===== src/rtl/sd_pkg.sv =====
// Shared srdy/drdy handshake helpers used by the sd_* pipeline stages.
package sd_pkg;

  localparam int unsigned SD_DEF_WIDTH = 8;

  // A word moves across a port only when both sides agree in the same cycle.
  function automatic logic xfer(input logic srdy, input logic drdy);
    return srdy & drdy;
  endfunction

endpackage


===== src/rtl/sd_output.sv =====
// Single-entry registered egress stage: every p_* output comes straight from a flop,
// and the only combinational path is p_drdy -> ic_drdy.
module sd_output
  import sd_pkg::*;
#(
  parameter int unsigned width = SD_DEF_WIDTH
) (
  input  logic             clk,
  input  logic             reset,
  input  logic             ic_srdy,
  output logic             ic_drdy,
  input  logic [width-1:0] ic_data,
  output logic             p_srdy,
  input  logic             p_drdy,
  output logic [width-1:0] p_data
);

  logic             p_srdy_q, p_srdy_d;
  logic [width-1:0] p_data_q, p_data_d;
  logic             load;

  always_comb begin
    // Room exists when empty or when the held word leaves this same cycle.
    ic_drdy  = ~p_srdy_q | p_drdy;
    load     = xfer(ic_srdy, ic_drdy);
    p_srdy_d = p_srdy_q;
    p_data_d = p_data_q;
    if (load) begin
      p_srdy_d = 1'b1;
      p_data_d = ic_data;
    end else if (xfer(p_srdy_q, p_drdy)) begin
      p_srdy_d = 1'b0;
    end
  end

  always_ff @(posedge clk) begin
    if (reset) begin
      p_srdy_q <= 1'b0;
      p_data_q <= '0;
    end else begin
      p_srdy_q <= p_srdy_d;
      p_data_q <= p_data_d;
    end
  end

  assign p_srdy = p_srdy_q;
  assign p_data = p_data_q;

endmodule


===== config.mk =====
export PLATFORM = sky130hd
export DESIGN_NAME = sd_output
export DESIGN_NICKNAME = d
export VERILOG_FILES = /design/src/rtl/sd_pkg.sv /design/src/rtl/sd_output.sv
export SDC_FILE = /design/constraint.sdc
export NUM_CORES = 1
export LEC_CHECK = 0
export CAP_MARGIN = 25
export CELL_PAD_IN_SITES_DETAIL_PLACEMENT = 0
export CELL_PAD_IN_SITES_GLOBAL_PLACEMENT = 1
export CORE_ASPECT_RATIO = 0.8
export CORE_UTILIZATION = 27
export CTS_CLUSTER_DIAMETER = 120
export CTS_CLUSTER_SIZE = 40
export DETAILED_ROUTE_END_ITERATION = 12
export PLACE_DENSITY = 0.84
export SYNTH_ARGS = -nofsm -noshare
export SYNTH_HDL_FRONTEND = slang
export SYNTH_SLANG_ARGS = --single-unit

===== constraint.sdc =====
create_clock -name clk -period 1.2 [get_ports clk]
set_input_delay 0.24 -clock clk [delete_from_list [all_inputs] [get_ports clk]]
set_output_delay 0.24 -clock clk [all_outputs]
set_load 0.01 [all_outputs]

## Yosys cells after proc, flatten, opt, wreduce, memory -nomap -nowiden

Index checks and enable logic that the tools add are counted.

| storage, ports and cells | value |
|---|---|
| bits of input ports | 12 |
| output and inout port bits | 10 |
| word-level logic and storage cells | 9 |
| register bits | 9 |

| cells by class | value |
|---|---|
| multiplexer cells | 2 |
| reductions and logical operators | 1 |
| bitwise logic cells | 4 |

Operator list:

| cell | number |
|---|---|
| bitwise AND 1 bit | 2 |
| two-way mux 1 bit | 2 |
| nonzero test 2 bit | 1 |
| NOT 1 bit | 1 |
| bitwise OR 1 bit | 1 |

## Longest topological paths before layout

| depth | value |
|---|---|
| word-level depth | 4 |
| gate-level depth with buffers | 5 |
| depth with buffers taken out | 3 |

## Least setup slack after synthesis

Ideal clock, no wire load.

| timing | value |
|---|---|
| kind | flip-flop to flip-flop |
| start point | reg p_srdy_q, in the netlist p_srdy |
| end point | reg p_data_q[0], in the netlist p_data[0] |
| library setup time | 0.139 ns |
| buffers on the path | 2 |
| stages on the path, launching flop included | 6 |
| setup slack | 0.218 ns |
| arrival time | 0.843 ns |
| cells stage by stage | dfxtp_1 nand2b_4 buf_6 buf_6 nand3_1 a21oi_2 |

| on the way | value |
|---|---|
| longest elaborated chain between the ends | 3 |

Ends and longest elaborated chain:

| item | RTL line | RTL |
|---|---|---|
| start, declared | sd_output.sv:18 | `logic p_srdy_q, p_srdy_d;` |
| start signal, assigned | sd_output.sv:41 | `p_srdy_q <= p_srdy_d;` |
| NOT 1 bit | sd_output.sv:24 | `ic_drdy = ~p_srdy_q \| p_drdy;` |
| bitwise OR 1 bit | sd_output.sv:24 |  |
| net ic_drdy | sd_output.sv:11 | `output logic ic_drdy,` |
| bitwise AND 1 bit | sd_pkg.sv:8 | `return srdy & drdy;` |
| end signal, assigned | sd_output.sv:42 | `p_data_q <= p_data_d;` |
| end, declared | sd_output.sv:19 | `logic [width-1:0] p_data_q, p_data_d;` |

The timed path passes the listed nets, and every way through them passes these cells.
A chain may end at the register's enable or synchronous reset.

## Final worst setup path

| timing | value |
|---|---|
| start point | in p_drdy |
| end point | out ic_drdy |

| on the way | value |
|---|---|
| longest elaborated chain between the ends | 1 |

Ends and longest elaborated chain:

| item | RTL line | RTL |
|---|---|---|
| start, declared | sd_output.sv:14 | `input logic p_drdy,` |
| bitwise OR 1 bit | sd_output.sv:24 |  |
| end, declared | sd_output.sv:11 |  |

Every way passes these cells.

==> impl_metrics.json <==
{
  "outcome": "finished clean",
  "design.core.area_um2": 1456,
  "yosysUniqueCellTypes": 9,
  "slew_viol_final": 0,
  "cts_setup_buffers": 0,
  "ir_drop_mv": 0.4710,
  "synthMuxAreaShare_pct": 0,
  "worstHoldPathType": "primary input to flop",
  "ys_seq_area_share_pct": 40.79,
  "holdBufCountCts": 0,
  "arrival_ns": 0.92,
  "powerDensity_nw_per_um2": 1047,
  "max_freq_mhz": 862.9,
  "place_area_um2": 659.4,
  "min_period_over_period_pct": 96.57,
  "drt_iter0_markers": 2,
  "synth_top_family_by_area": "compound AO/OA/AOI/OAI gates",
  "synth-simple-area-share_pct": 12.18,
  "nets": 78,
  "clock_sinks": 9,
  "place_congestion": 0.6413,
  "place_hpwl_um": 634.2,
  "yosys_warnings": 0,
  "cp.required_ns": 0.96,
  "viasPerCell": 4.314,
  "cts.path.max_buffers": 2,
  "worst_pin_slew_ns": 0.1668,
  "cts_tree": "yes",
  "cp-start-kind": "primary input",
  "finalHoldViolCount": 0,
  "syn_area_per_cell_um2": 10.77,
  "synth_top_area_share_pct": 40.79,
  "overflow": 0,
  "die-height_um": 38.18,
  "vias": 371,
  "fp-row-count": 12,
  "gr-usage-met3_pct": 9.434,
  "path_class": "primary input to output port",
  "grt_max_degree": 18,
  "drv_cap": 0,
  "grt_util_met1_pct": 14.25,
  "drive_above_1_share_pct": 26.15,
  "maxSlewHeadroom_pct": 88.88,
  "gr-usage-met2_pct": 17.81,
  "ys_async_sr_fraction_pct": 0,
  "synthFlopType": "dfxtp_1",
  "syn-num-nets": 53,
  "ioPinCount": 22,
  "yosysMostFrequentCell": "dfxtp_1",
  "clkTransAtPathRegs_ns": 0.06,
  "grt_busiest_layer": "met2",
  "grt_pass1_wl_mm": 1.455,
  "routed_wl_um": 926,
  "clockRootBuffer": "clkbuf_4",
  "antennaDiodeCount": 0,
  "first_pass_iters": 3,
  "ys_seq_elements": 9,
  "synthAdderAreaFrac_pct": 0,
  "grtUsageTotal_pct": 12.55,
  "netlist_instances": 41,
  "start_util_pct": 30.33,
  "synthXorXnorAreaFrac_pct": 0,
  "die_w_um": 47.22,
  "cp-end-kind": "output port",
  "grt_pass1_vias": 347,
  "synth_common_cells": "9 x dfxtp_1, 8 x a21bo_1, 8 x a21oi_2, 8 x nand3_1, 4 x buf_6",
  "rsz0062_at_grt": "no",
  "antenna_found_initial": 0,
  "finClkSkew_ns": 0.007163,
  "detail-route-antenna-nets": 0,
  "totalPowerFinal_mw": 0.7090,
  "port_buffers": 21,
  "synth.top_cells.by_area": "dfxtp_1 41%, a21bo_1 18%, a21oi_2 16%, buf_6 10%, nand3_1 9.1%",
  "netlist_area_um2": 441.7,
  "cts_buffers": 3,
  "clk_latency_ns": 0.26,
  "fin_area_um2": 676.9,
  "yosysTopAreaCell": "dfxtp_1",
  "design.die.area_um2": 1803,
  "setup_tns_ns": 0,
  "wl_per_cell_um": 10.77,
  "leakage_nw": 0.2903,
  "drcViolationCount": 0,
  "synth-edff-count": 0,
  "area_delta_synth_final_pct": 53.26,
  "setup_viol": 0,
  "synth_compound_area_share_pct": 35.13,
  "htreeDepth": 1,
  "crit_path_max_fanout": 2,
  "finalCriticalPeriod_ns": 1.159
}
## metrics by stage
stage               instances  hold WS (ns)  setup slack [ns]  util [%]
floorplan                  41        0.3964            0.2180         -
global placement           82        0.5705           -0.3946     45.27
detailed placement         82        0.5705           -0.4014     45.27
CTS                        86        0.5363           0.01146     45.96
global route               86        0.5387           0.02107     46.48
finish                     86        0.5471           0.04118     46.48
## final timing paths
check	slack [ns]	depth (start not counted)	from	end
min reg2reg	0.58	2	p_data[2]	p_data[2]
min	0.55	3	ic_data[4]	p_data[4]
max	0.04	3	p_drdy	ic_drdy
max reg2reg	0.17	4	p_srdy	p_data[1]
## metal layers
| layer | share of wire, % | routed length, µm |
|---|---|---|
| met5 | 0 | 0 |
| met4 | 0 | 0 |
| met3 | 9.7 | 90 |
| met2 | 44 | 407 |
| met1 | 46 | 429 |
## worst max-delay path: stages
cell and delay [ns]:
clkdlybuf4s50_1 0.45, nand2b_4 0.13, buf_6 0.10
## flip-flops by register name, indices dropped and copies added (netlist names)
name and flops:
p_srdy 1, p_data 8
## cell families (layout without fill, tap and decap cells)
kind of cell | Yosys count | in the layout
AOI/OAI and AO/OA | 17 | 17
DFF | 9 | 9
and+or+nand+nor | 9 | 9
buffers and inverters | 6 | 30
## report_power, final
part / switching (mW) / internal (mW) / leakage (nW)
sequential: 0.00949 / 0.317 / 0.0742
clock: 0.110 / 0.128 / 0.0150
combinational: 0.0592 / 0.0856 / 0.201
total: 0.178 / 0.531 / 0.290
## timing repair
item                                    in CTS  in global routing
gates resized for setup                     13                  2
cloned                                       0                  0
endpoints found under the setup margin      10                  2
## placed cells by master (no fill, tap or decap)
master           count
clkdlybuf4s50_1     11
dfxtp_1              9
nand3_1              8
a21bo_1              8
a21oi_2              8
dlygate4sd2_1        8
buf_4                4
clkbuf_4             3
nand2b_4             1
inv_1                1
a21oi_1              1
clkbuf_1             1
buf_6                1
clkdlybuf4s15_1      1
## final cells by class
class | instances | area, µm²
clock buffers | 4 | 26.28
fillers | 156 | 779.5
inverters | 1 | 3.754
multi-input cells | 26 | 209.0
flip-flops and latches | 9 | 180.2
well taps | 21 | 26.28
repair buffers | 25 | 231.5
Note: power is estimated with default switching activity, not from simulation.
==> RTL edit, RTL diff (config.mk and constraints unchanged) <==
Set the package constant `SD_DEF_WIDTH` to 9 (it was 8).
--- a/src/rtl/sd_pkg.sv
+++ b/src/rtl/sd_pkg.sv
@@ -3,3 +3,3 @@
 
-  localparam int unsigned SD_DEF_WIDTH = 8;
+  localparam int unsigned SD_DEF_WIDTH = 9;
 
Ports: changed (resized ic_data and p_data); port bits go from 22 to 24. No check against the original RTL was run, so the function may have changed too.
==> RTL edit against the unedited design <==
  * Sequential cell count rose by 1
  * Wire length is 2.7% higher
  * Power increased by 16%
  * Critical path depth did not move
  * Cell area is 12% higher
  * Synthesized area grew 6.5%
  * Worst setup slack got worse by 0.010 ns
  * Clock power rose by 26%
  * Critical endpoint unchanged
  * Highest routed layer is now met4
==> RTL edit: results (changes against the unedited design) <==
status completed; Synth Area in Compound Gates 37.0% (+1.8 points); library cells used by synthesis 11 (+2); Hold Path Sink p_data[8]; 1st-iter DRT viols 0 (-2); Largest register FFs 9 (+1); Filler cells 176 (+13%); hold wc startpoint ic_data[8]; global-route wire length before repair 1.49 mm (+2.4%); Routed wire per std cell 10.2 um (-5.0%); initial antenna violation count 0 (unchanged); worst-case vdd ir drop 0.000573 V (+22%); register area share after synthesis 42.6% (+1.8 points); vias in the first global route 350 (+0.86%); clock tree buffer depth 2 (unchanged); Clock Skew 0.00884 ns (+0.00168 ns); First-pass DRT Iterations 1 (-2); IO buf count 23 (+9.5%); Non-Filler Instances 93 (+8.1%); hold slack 0.540 ns (-0.00699 ns); Cells after DPL 89 (+8.5%); CP arrival 0.93 ns; largest net degree at the start of global routing 20 (+2); total global-route track usage 11.3% (-1.2 points); r2r startpoint p_srdy; Avg Cell Area, Syn 10.5 um^2 (-3.0%); # nets final 85 (+9.0%); crit path from p_drdy; delay-heaviest family, CP buffers and inverters; static leakage power 0.324 nW (+12%); warning count from the yosys run 0 (unchanged); Post-DP HPWL 676 um (+6.7%); Reg2Reg Depth 4 (unchanged); reg2reg end p_data[1]; adder-cell share of the synthesized area 0% (unchanged); ranking of synthesized cells by area dfxtp_1 (43%), a21bo_1 (19%), a21oi_2 (17%), nand3_1 (9.6%), nand2b_4 (2.9%); Hold Path Class in2reg; CTS root buffer clkbuf_4; Max-slew headroom 88.2% (-0.70 points); layout cells sized above 1 26.8% (+0.61 points); via count 409 (+10%); GPL Wtd Cong 0.593 (-7.5%); Synth top cells by count dfxtp_1 (10), a21bo_1 (9), a21oi_2 (9), nand3_1 (9), buf_2 (2); clock slew at reported path FFs 0.07 ns; Crit-path slowest cell clkdlybuf4s50_1; Post-Syn Nets 58 (+9.4%)
==> RTL edit: changes by cell type after synthesis <==
cell      before  now
buf_2          0    2
clkbuf_2       0    1
buf_6          4    1
nand3_1        8    9
dfxtp_1        9   10
a21oi_2        8    9
buf_4          0    1
a21bo_1        8    9
clkbuf_1       1    0
==> RTL edit: timing repair <==
item / in CTS / in global routing
setup endpoints to repair: 11 / 1
resized for setup: 14 / 1
endpoints found under the hold margin: 0 / 0
==> RTL edit: how the worst max path moves through the flow <==
stage / endpoint / slack [ns] / cells after the start
finish: ic_drdy / 0.03 / 3
CTS: p_srdy / 0.02 / 1
global placement: ic_drdy / -0.38 / 3
floorplan: p_data[0] / 0.25 / 4
global route: ic_drdy / 0.007 / 3
detailed placement: ic_drdy / -0.38 / 3
==> RTL edit: power by group <==
part / internal (W) / switching, W
combinational: 0.0000959 / 0.0000660
sequential: 0.000352 / 0.00000936
clock: 0.000184 / 0.000115
total: 0.000632 / 0.000190
==> RTL edit: worst register-to-register path, cell delays in order, from the launching register on <==
cell and delay (ns):
dfxtp_1 0.37, nand2b_4 0.06, buf_4 0.19, a21bo_1 0.21, a21oi_2 0.13
==> RTL edit: layer usage <==
metal / part of all wire (%) / global-route usage, % / up-vias
met5: 0 / 0 / -
met2: 40 / 16.3 / 16
met3: 9.6 / 7.75 / 3
met4: 1.3 / 4.41 / 0
li1: - / - / 210
met1: 49 / 13.1 / 180
==> RTL edit: cells by family after synthesis <==
logic type	Yosys count
buf+inv	6
simple gates	10
compound gates	19
flops	10
==> RTL edit: final cells by class <==
type | instances | area share, %
clock buffers | 4 | 4.79
inverters | 1 | 0.496
multi-input cells | 29 | 30.7
flip-flops and latches | 10 | 26.4
well taps | 22 | 3.64
repair buffers | 27 | 33.9
==> RTL edit: per-stage QoR <==
step	setup TNS [ns]	worst slack (ns)	instance area, um^2	total power (W)
3_5_place_dp	-2.01	-0.381	737	0.000547
5_1_grt	0	0.00709	757	0.000865
4_1_cts	0	0.0210	756	0.000837
6_report	0	0.0311	757	0.000822
3_3_place_gp	-1.91	-0.378	737	0.000546
2_1_floorplan	0	0.245	470	0.000451
